## config.mk

```make
export PLATFORM = sky130hd
export DESIGN_NAME = uart_led_cmd
export DESIGN_NICKNAME = d
export VERILOG_FILES = /design/src/rtl/uart_led_cmd.sv
export SDC_FILE = /design/constraint.sdc
export NUM_CORES = 1
export LEC_CHECK = 0
export ABC_AREA = 1
export CELL_PAD_IN_SITES_DETAIL_PLACEMENT = 1
export CELL_PAD_IN_SITES_GLOBAL_PLACEMENT = 1
export CORE_UTILIZATION = 38
export CTS_CLUSTER_DIAMETER = 30
export CTS_CLUSTER_SIZE = 20
export DETAILED_ROUTE_END_ITERATION = 10
export PLACE_DENSITY = 0.74
export SYNTH_ARGS = -nofsm -noshare
export SYNTH_HDL_FRONTEND = slang
export SYNTH_SLANG_ARGS = --single-unit
```

## constraint.sdc

```tcl
create_clock -name clk -period 4.9 [get_ports clk]
set_input_delay 0.98 -clock clk [delete_from_list [all_inputs] [get_ports clk]]
set_output_delay 0.98 -clock clk [all_outputs]
set_load 0.1 [all_outputs]
```

## src/rtl/uart_led_cmd.sv

```systemverilog
// uart_led_cmd: framed LED command decoder.
// Parses SYNC/CMD/ARG/CHK frames from the UART byte stream and drives NUM_CH
// LEDs, each either steady-on or blinking. It also reports good frames, bad
// frames and a saturating error count.
module uart_led_cmd #(
  parameter int NUM_CH      = 4,
  parameter int CLK_HZ      = 50000000,
  parameter int BLINK_HZ    = 2,
  parameter int TIMEOUT_CYC = 500000
) (
  input  logic              clk,
  input  logic              rst_n,
  input  logic [7:0]        rx_data,
  input  logic              rx_valid,
  output logic [NUM_CH-1:0] led,
  output logic              frame_ok,
  output logic              frame_err,
  output logic [7:0]        err_cnt
);

  // Blink half-period in clk cycles, and the counter widths.
  localparam int HP = CLK_HZ / (2 * BLINK_HZ);
  localparam int BW = (HP > 1) ? $clog2(HP) : 1;
  localparam int TW = (TIMEOUT_CYC > 1) ? $clog2(TIMEOUT_CYC) : 1;

  localparam logic [7:0]    SYNC    = 8'hA5;
  localparam logic [BW-1:0] HP_LAST = BW'(HP - 1);
  localparam logic [TW-1:0] TO_LAST = TW'(TIMEOUT_CYC - 1);

  localparam logic [7:0] CMD_SEL   = 8'h01;
  localparam logic [7:0] CMD_MASK  = 8'h02;
  localparam logic [7:0] CMD_BLINK = 8'h03;
  localparam logic [7:0] CMD_CLEAR = 8'h04;

  typedef enum logic [1:0] {
    IDLE     = 2'd0,
    GOT_SYNC = 2'd1,
    GOT_CMD  = 2'd2,
    GOT_ARG  = 2'd3
  } state_t;

  state_t              r_state;
  state_t              w_state_next;
  logic [7:0]          r_cmd;
  logic [7:0]          r_arg;
  logic [TW-1:0]       r_to_cnt;
  logic [BW-1:0]       r_blink_cnt;
  logic                r_phase;
  logic [NUM_CH-1:0]   r_on;
  logic [NUM_CH-1:0]   r_blink;
  logic [NUM_CH-1:0]   r_led;
  logic                r_frame_ok;
  logic                r_frame_err;
  logic [7:0]          r_err_cnt;

  logic                w_chk_rx;
  logic                w_timeout;
  logic                w_chk_ok;
  logic                w_cmd_known;
  logic                w_apply;
  logic                w_reject;
  logic [NUM_CH-1:0]   w_sel;
  logic [NUM_CH-1:0]   w_mask;
  logic [NUM_CH-1:0]   w_led_next;

  // State register.
  always_ff @(posedge clk) begin
    if (!rst_n) begin
      r_state <= IDLE;
    end else begin
      r_state <= w_state_next;
    end
  end

  // Next state: advance on each byte; in a partial frame an expired
  // inter-byte timer abandons the frame unless a byte arrives that same cycle.
  always_comb begin
    w_state_next = r_state;
    w_chk_rx     = 1'b0;
    w_timeout    = 1'b0;
    case (r_state)
      IDLE: begin
        if (rx_valid && (rx_data == SYNC)) begin
          w_state_next = GOT_SYNC;
        end
      end
      GOT_SYNC: begin
        if (rx_valid) begin
          w_state_next = GOT_CMD;
        end else if (r_to_cnt == TO_LAST) begin
          w_state_next = IDLE;
          w_timeout    = 1'b1;
        end
      end
      GOT_CMD: begin
        if (rx_valid) begin
          w_state_next = GOT_ARG;
        end else if (r_to_cnt == TO_LAST) begin
          w_state_next = IDLE;
          w_timeout    = 1'b1;
        end
      end
      GOT_ARG: begin
        if (rx_valid) begin
          w_state_next = IDLE;
          w_chk_rx     = 1'b1;
        end else if (r_to_cnt == TO_LAST) begin
          w_state_next = IDLE;
          w_timeout    = 1'b1;
        end
      end
      default: begin
        w_state_next = IDLE;
      end
    endcase
  end

  // Capture CMD and ARG bytes as they arrive; a SYNC value in the CMD slot is
  // deliberately taken as a command byte (no resynchronisation).
  always_ff @(posedge clk) begin
    if (!rst_n) begin
      r_cmd <= 8'h00;
      r_arg <= 8'h00;
    end else if (rx_valid) begin
      if (r_state == GOT_SYNC) begin
        r_cmd <= rx_data;
      end
      if (r_state == GOT_CMD) begin
        r_arg <= rx_data;
      end
    end
  end

  // Inter-byte timer: idle at zero outside a frame, restarted by every byte.
  always_ff @(posedge clk) begin
    if (!rst_n) begin
      r_to_cnt <= '0;
    end else if ((r_state == IDLE) || rx_valid || w_timeout) begin
      r_to_cnt <= '0;
    end else begin
      r_to_cnt <= r_to_cnt + 1'b1;
    end
  end

  // Frame evaluation happens while the CHK byte is on rx_data.
  assign w_chk_ok    = (rx_data == (SYNC ^ r_cmd ^ r_arg));
  assign w_cmd_known = (r_cmd == CMD_SEL) || (r_cmd == CMD_MASK) ||
                       (r_cmd == CMD_BLINK) || (r_cmd == CMD_CLEAR);
  assign w_apply     = w_chk_rx && w_chk_ok && w_cmd_known;
  assign w_reject    = (w_chk_rx && !(w_chk_ok && w_cmd_known)) || w_timeout;
  assign w_mask      = r_arg[NUM_CH-1:0];

  // One-hot select of the ARG channel; an ARG beyond the last channel
  // matches no bit, so the result is all zeros.
  generate
    for (genvar gi = 0; gi < NUM_CH; gi++) begin : g_sel
      assign w_sel[gi] = (r_arg == 8'(gi));
    end
  endgenerate

  // Mode registers change only on a fully validated frame.
  always_ff @(posedge clk) begin
    if (!rst_n) begin
      r_on    <= '0;
      r_blink <= '0;
    end else if (w_apply) begin
      case (r_cmd)
        CMD_SEL:   r_on    <= w_sel;
        CMD_MASK:  r_on    <= w_mask;
        CMD_BLINK: r_blink <= w_mask;
        CMD_CLEAR: begin
          r_on    <= '0;
          r_blink <= '0;
        end
        default: begin
          r_on    <= r_on;
          r_blink <= r_blink;
        end
      endcase
    end
  end

  // Status pulses and the saturating error counter.
  always_ff @(posedge clk) begin
    if (!rst_n) begin
      r_frame_ok  <= 1'b0;
      r_frame_err <= 1'b0;
      r_err_cnt   <= 8'h00;
    end else begin
      r_frame_ok  <= w_apply;
      r_frame_err <= w_reject;
      if (w_reject && (r_err_cnt != 8'hFF)) begin
        r_err_cnt <= r_err_cnt + 8'h01;
      end
    end
  end

  // Free-running blink timebase; commands never disturb it.
  always_ff @(posedge clk) begin
    if (!rst_n) begin
      r_blink_cnt <= '0;
      r_phase     <= 1'b1;
    end else if (r_blink_cnt == HP_LAST) begin
      r_blink_cnt <= '0;
      r_phase     <= ~r_phase;
    end else begin
      r_blink_cnt <= r_blink_cnt + 1'b1;
    end
  end

  // Per-channel LED value: steady when not blinking, gated by phase otherwise.
  generate
    for (genvar gi = 0; gi < NUM_CH; gi++) begin : g_led
      assign w_led_next[gi] = r_on[gi] & (r_blink[gi] ? r_phase : 1'b1);
    end
  endgenerate

  // Registered LED drive.
  always_ff @(posedge clk) begin
    if (!rst_n) begin
      r_led <= '0;
    end else begin
      r_led <= w_led_next;
    end
  end

  assign led       = r_led;
  assign frame_ok  = r_frame_ok;
  assign frame_err = r_frame_err;
  assign err_cnt   = r_err_cnt;

endmodule

```

== Word level (Yosys, flattened, before mapping) ==
Cells that the tools add are included.

* Add/subtract/negate cells: 3
* Multiply operators: 0
* Div/mod/pow operators: 0
* Order comparisons: 0
* Eq/ne operators: 16
* Shifts and indexed selects: 0
* Muxes and demuxes: 17
* Bitwise logic cells: 8
* Reduce and logical (&&, ||, !) cells: 24

{| class="wikitable"
|+ Operators with widths
! kind !! count
|-
| equality test 8 x 2 -> 1 bit (second input constant) || 4
|-
| adder 24 x 1 -> 24 bit (second input constant) || 1
|-
| equality test 24 bit (second input constant) || 1
|-
| adder 19 x 1 -> 19 bit (second input constant) || 1
|-
| equality test 19 bit (second input constant) || 1
|-
| equality test 8 x 1 -> 1 bit (second input constant) || 2
|-
| case mux 4 bit (3 select lines) || 1
|-
| 2-to-1 mux 2 bit || 5
|-
| 2-to-1 mux 1 bit || 9
|-
| adder 8 x 1 -> 8 bit (second input constant) || 1
|-
| equality test 8 x 3 -> 1 bit (second input constant) || 1
|-
| equality test 8 bit || 1
|-
| equality test 8 bit (second input constant) || 1
|-
| zero test 8 bit || 1
|-
| inequality test 8 bit (second input constant) || 1
|-
| case mux 2 bit (4 select lines) || 1
|-
| case mux 4 bit (2 select lines) || 1
|-
| AND reduction 2 bit || 4
|-
| XOR 8 bit || 1
|-
| logical AND 1 bit || 6
|-
| logical OR 1 bit || 6
|-
| bitwise AND 1 bit || 4
|-
| equality test 2 bit (second input constant) || 2
|-
| inverter 4 bit || 1
|-
| other kinds (9) || 11
|}

* Register bits: 84
* Latch bits: 0
* Bits in writable memories: 0
* ROM bits: 0
* Output and inout bits: 14
* Word-level logic and storage cells: 80
* Memories: 0

== Depth between registers and ports, before layout ==
* Depth in word-level cells: 9
* Gate-level depth with buffers: 14

== Worst setup path before layout ==
OpenSTA, ideal clock, no wires.

* Path kind: reg2reg
* Start point: register r_err_cnt[0], in the netlist err_cnt[0]
* End point: register r_err_cnt[7], in the netlist err_cnt[7]
* Setup time: 118 ps
* Arrival: 2112 ps
* Required time: 4782 ps
* Slack: 2670 ps
* Stages on the path, launching flop included: 12
* Buffers on the path: 0
* Path through: dfxtp_1 -> ha_1 -> nand2_1 -> inv_1 -> nand2_1 -> nor2_1 -> nor2_1 -> inv_1 -> nor4_1 -> nand3_1 -> nand2_1 -> nor2_1

* Cells in the longest elaborated chain, start to end: 2

{| class="wikitable"
|+ Ends and longest elaborated chain
! what !! RTL line !! source
|-
| from (decl) || 54 || <nowiki>logic [7:0] r_err_cnt;</nowiki>
|-
| from (signal assigned) || 193 || <nowiki>r_err_cnt <= r_err_cnt + 8'h01;</nowiki>
|-
| parallel branches: the longest is 2 deep, another holds adder 8 x 1 -> 8 bit || -- ||
|}

Several ways; the timed one is not identified.
A chain may end at the register's enable or synchronous reset.

== Worst setup path after layout ==
* Start point: register r_err_cnt[7], in the netlist err_cnt[7]
* End point: output err_cnt[7]

{| class="wikitable"
|+ RTL lines
! what !! RTL line !! source
|-
| to (decl) || 18 || <nowiki>output logic [7:0] err_cnt</nowiki>
|}

No word-level cell between the ends.

==> run_results.csv <==
group,metric,value,unit
worst_setup_path,crit_required,3.92,ns
global_routing,grt_use_met1,25.7,%
synth,synth_top_family_by_area,"simple AND/OR/NAND/NOR gates",
clocking,h-tree-depth,3,
worst_setup_path,path_cells,"clkdlybuf4s50_1",
clocking,path_clk_slew,0.09,ns
synth,synth_xor_area_share,3.29,%
synth,ys_types,41,
final_layout,fin_nets,651,
global_routing,grt_util_met2,33.3,%
timing,skew,0.00640,ns
power_and_ir_drop,p_per_area,269,mW/mm2
global_routing,grt_max_degree,24,
synth,async_reset_ff_share,0,%
timing,finalSetupViolations,0,
power_and_ir_drop,leakage,1.80,nW
clocking,post_cts_resized,0,
global_routing,grt_pass1_vias,3873,
worst_hold_path,hold_path.class,"flop to flop",
placement,dp_hpwl,7920,um
placement,globalplace.congestion,0.784,
timing,timing.fmax,0.341,GHz
timing,drv_slew,0,
final_layout,area_growth,13.9,%
synth,synth_compound_gate_area_share,10.7,%
timing,fin_crit_sh,59.9,%
synth,yosys_warnings,0,
worst_setup_path,crit_fanout,5,
synth,mappedNetlistArea,0.00426,mm2
synth,synth-edff-count,0,
route,vias,3933,
clocking,clock_sinks,84,
worst_setup_path,cp_num_cells,1,
worst_setup_path,critPathTopFamily,"buffers and inverters",
synth,synthesis.instances,611,
clocking,cts_buffers,9,
final_layout,layout_commonest_cell,"nand2_1",
synth,synth_mux_area_share,0,%
synth,syn_nets,625,
clocking,worstSkewPairLatency,0.37,ns
worst_setup_path,reg2reg_to,"r_to_cnt[13]",
synth,yosys.area_share.simple,37.4,%
worst_setup_path,critPathMaxStageDelay,1.16,ns
outcome,status,"finished, final reports clean",
synth,synth_area_per_cell,6.97,um2
floorplanning,ioPinCount,25,
worst_setup_path,worst_setup_path_start_kind,"flop",
global_routing,grt_overflow,0,
clocking,cts_hold_buf,0,
route,postRouteAntennaNets,0,
worst_setup_path,startpoint,"err_cnt[7]",
clocking,clockRootBuffer,"clkbuf_8",
floorplanning,fp.coreArea,0.0109,mm2
final_layout,num_antenna_cells,0,
timing,tightest_slew,1.01,ns
worst_setup_path,critPathCaptureType,"primary output",
timing,max-slew-margin-rel,32.3,%
placement,io_buffer_count,24,
worst_setup_path,cp_num_buf_inv,1,
worst_setup_path,critical_path_class,"flop to primary output",
worst_setup_path,rrSetupSlack,2.81,ns
global_routing,met3_usage,2.78,%
global_routing,busiest_layer,"met2",
worst_setup_path,crit_path_end,"err_cnt[7]",
route,wirelength,10600,um
global_routing,grt_first_pass_wirelength,18200,um
final_layout,drive_above_1_share,9.97,%
floorplanning,rows,38,
floorplanning,die_h,108,um
timing,layout_min_cycle_time,2.93,ns
worst_setup_path,crit_arrival,1.95,ns
worst_setup_path,reg2reg_depth,8,
power_and_ir_drop,ir_drop,102,uV
floorplanning,design.die.area,0.0116,mm2
synth,ys.flop_type,"dfxtp_1",
final_layout,final_cell_mix,"135 x nand2_1, 87 x nor2_1, 84 x dfxtp_1",
timing,finalSetupTns,0,ns
floorplanning,fp.dieW,108,um
global_routing,track_usage,19.9,%
clocking,clockBufferDepth,2,
global_routing,antenna_found_initial,0,
power_and_ir_drop,power,1.31,mW
floorplanning,start_util,39.1,%
route,drt_pass1_iterations,4,
route,routed_via_density,5.03,
clocking,cts_tree,"yes",
route,drtIter0Drc,96,
synth,synth_fa_ha_area_share,0.881,%
worst_setup_path,crit_path_top_delay_cell,"clkdlybuf4s50_1",
route,drc_errors,0,
clocking,cts_setup_buffers,0,
synth,ys_ff_latch,84,
timing,hold_viol,0,
synth,ys_seq_area_share,39.5,%
route,wl_per_cell,13.5,um
timing,rsz0062_at_grt,"false",
flow_run,drv_cap,0,
final_layout,nFillCells,1407,
worst_setup_path,r2r_start,"r_to_cnt[0]",
sequential cells by signal (all words and copies together) (netlist names):
register	flops
frame_ok	1
led	4
r_blink	4
err_cnt	8
r_to_cnt	19
r_phase	1
r_cmd	8
r_blink_cnt	24
frame_err	1
r_state	2
r_arg	8
r_on	4
per-stage QoR:
stage	hold WS (ns)	util [%]	worst slack, ns	area (um2)	instances
4_1_cts	0.446	44.6	1.94	4850	782
6_report	0.444	44.6	1.97	4850	782
3_5_place_dp	0.430	42.5	1.88	4630	766
2_1_floorplan	0.408	-	2.67	4260	611
5_1_grt	0.469	44.6	1.90	4850	782
3_3_place_gp	0.425	42.5	1.94	4630	766
kinds of logic (layout without fill, tap and decap cells):
family                     Yosys count  after routing
AOI/OAI and AO/OA                   81             81
DFF                                 84             84
xor gates and xnor gates            16             16
and+or+nand+nor                    338            338
adders and majority gates            3              3
buffers and inverters               89            120
cell usage after synthesis, types with 4 or more instances:
master / n / area, um2
dfxtp_1: 84 / 1680
nor2_2: 7 / 43.8
nor3_1: 17 / 85.1
nand3_2: 7 / 70.1
nand3_1: 35 / 175
a21oi_2: 4 / 35.0
inv_1: 72 / 270
nor4_1: 9 / 56.3
inv_2: 6 / 22.5
or2_2: 6 / 37.5
nand2_1: 135 / 507
nand2_2: 5 / 31.3
o21ai_0: 26 / 130
a21oi_1: 39 / 195
xor2_1: 14 / 123
clkbuf_1: 5 / 18.8
nor2_1: 87 / 327
nand4_1: 13 / 81.3
layout make-up:
type                       instances  area (um2)  area share (%)
clock buffer                      10         138            2.84
clock inverter                     6        87.6            1.80
inverter                          79         297            6.11
multi-input combinational        438        2230            45.9
sequential                        84        1680            34.6
tap                              140         175            3.61
timing repair buffer              25         248            5.10
routing by layer:
metal / wire length (um) / vias to the layer above / part of all wire, %
met5: 0 / - / 0
met1: 5180 / 1861 / 49
met3: 184 / 13 / 1.7
li1: - / 2027 / -
met4: 172 / 0 / 1.6
met2: 5040 / 32 / 48
power by group:
part / total [mW] / internal [mW] / switching, mW / leakage (nW)
clock: 0.571 / 0.300 / 0.271 / 0.105
sequential: 0.687 / 0.685 / 0.00246 / 0.677
combinational: 0.0487 / 0.0185 / 0.0303 / 1.02
total: 1.31 / 1.00 / 0.304 / 1.80
worst min path at each step:
stage | from | endpoint | slack (ns) | cells after the start
after floorplan | r_blink[2] | led[2] | 0.41 | 1
after global placement | r_blink[2] | led[2] | 0.43 | 1
after detailed placement | r_blink[2] | led[2] | 0.43 | 1
after CTS | r_blink[2] | led[2] | 0.45 | 1
after global routing | r_blink[2] | led[2] | 0.47 | 1
final | r_blink[2] | led[2] | 0.44 | 1
Power figures use the tool's default switching activity.
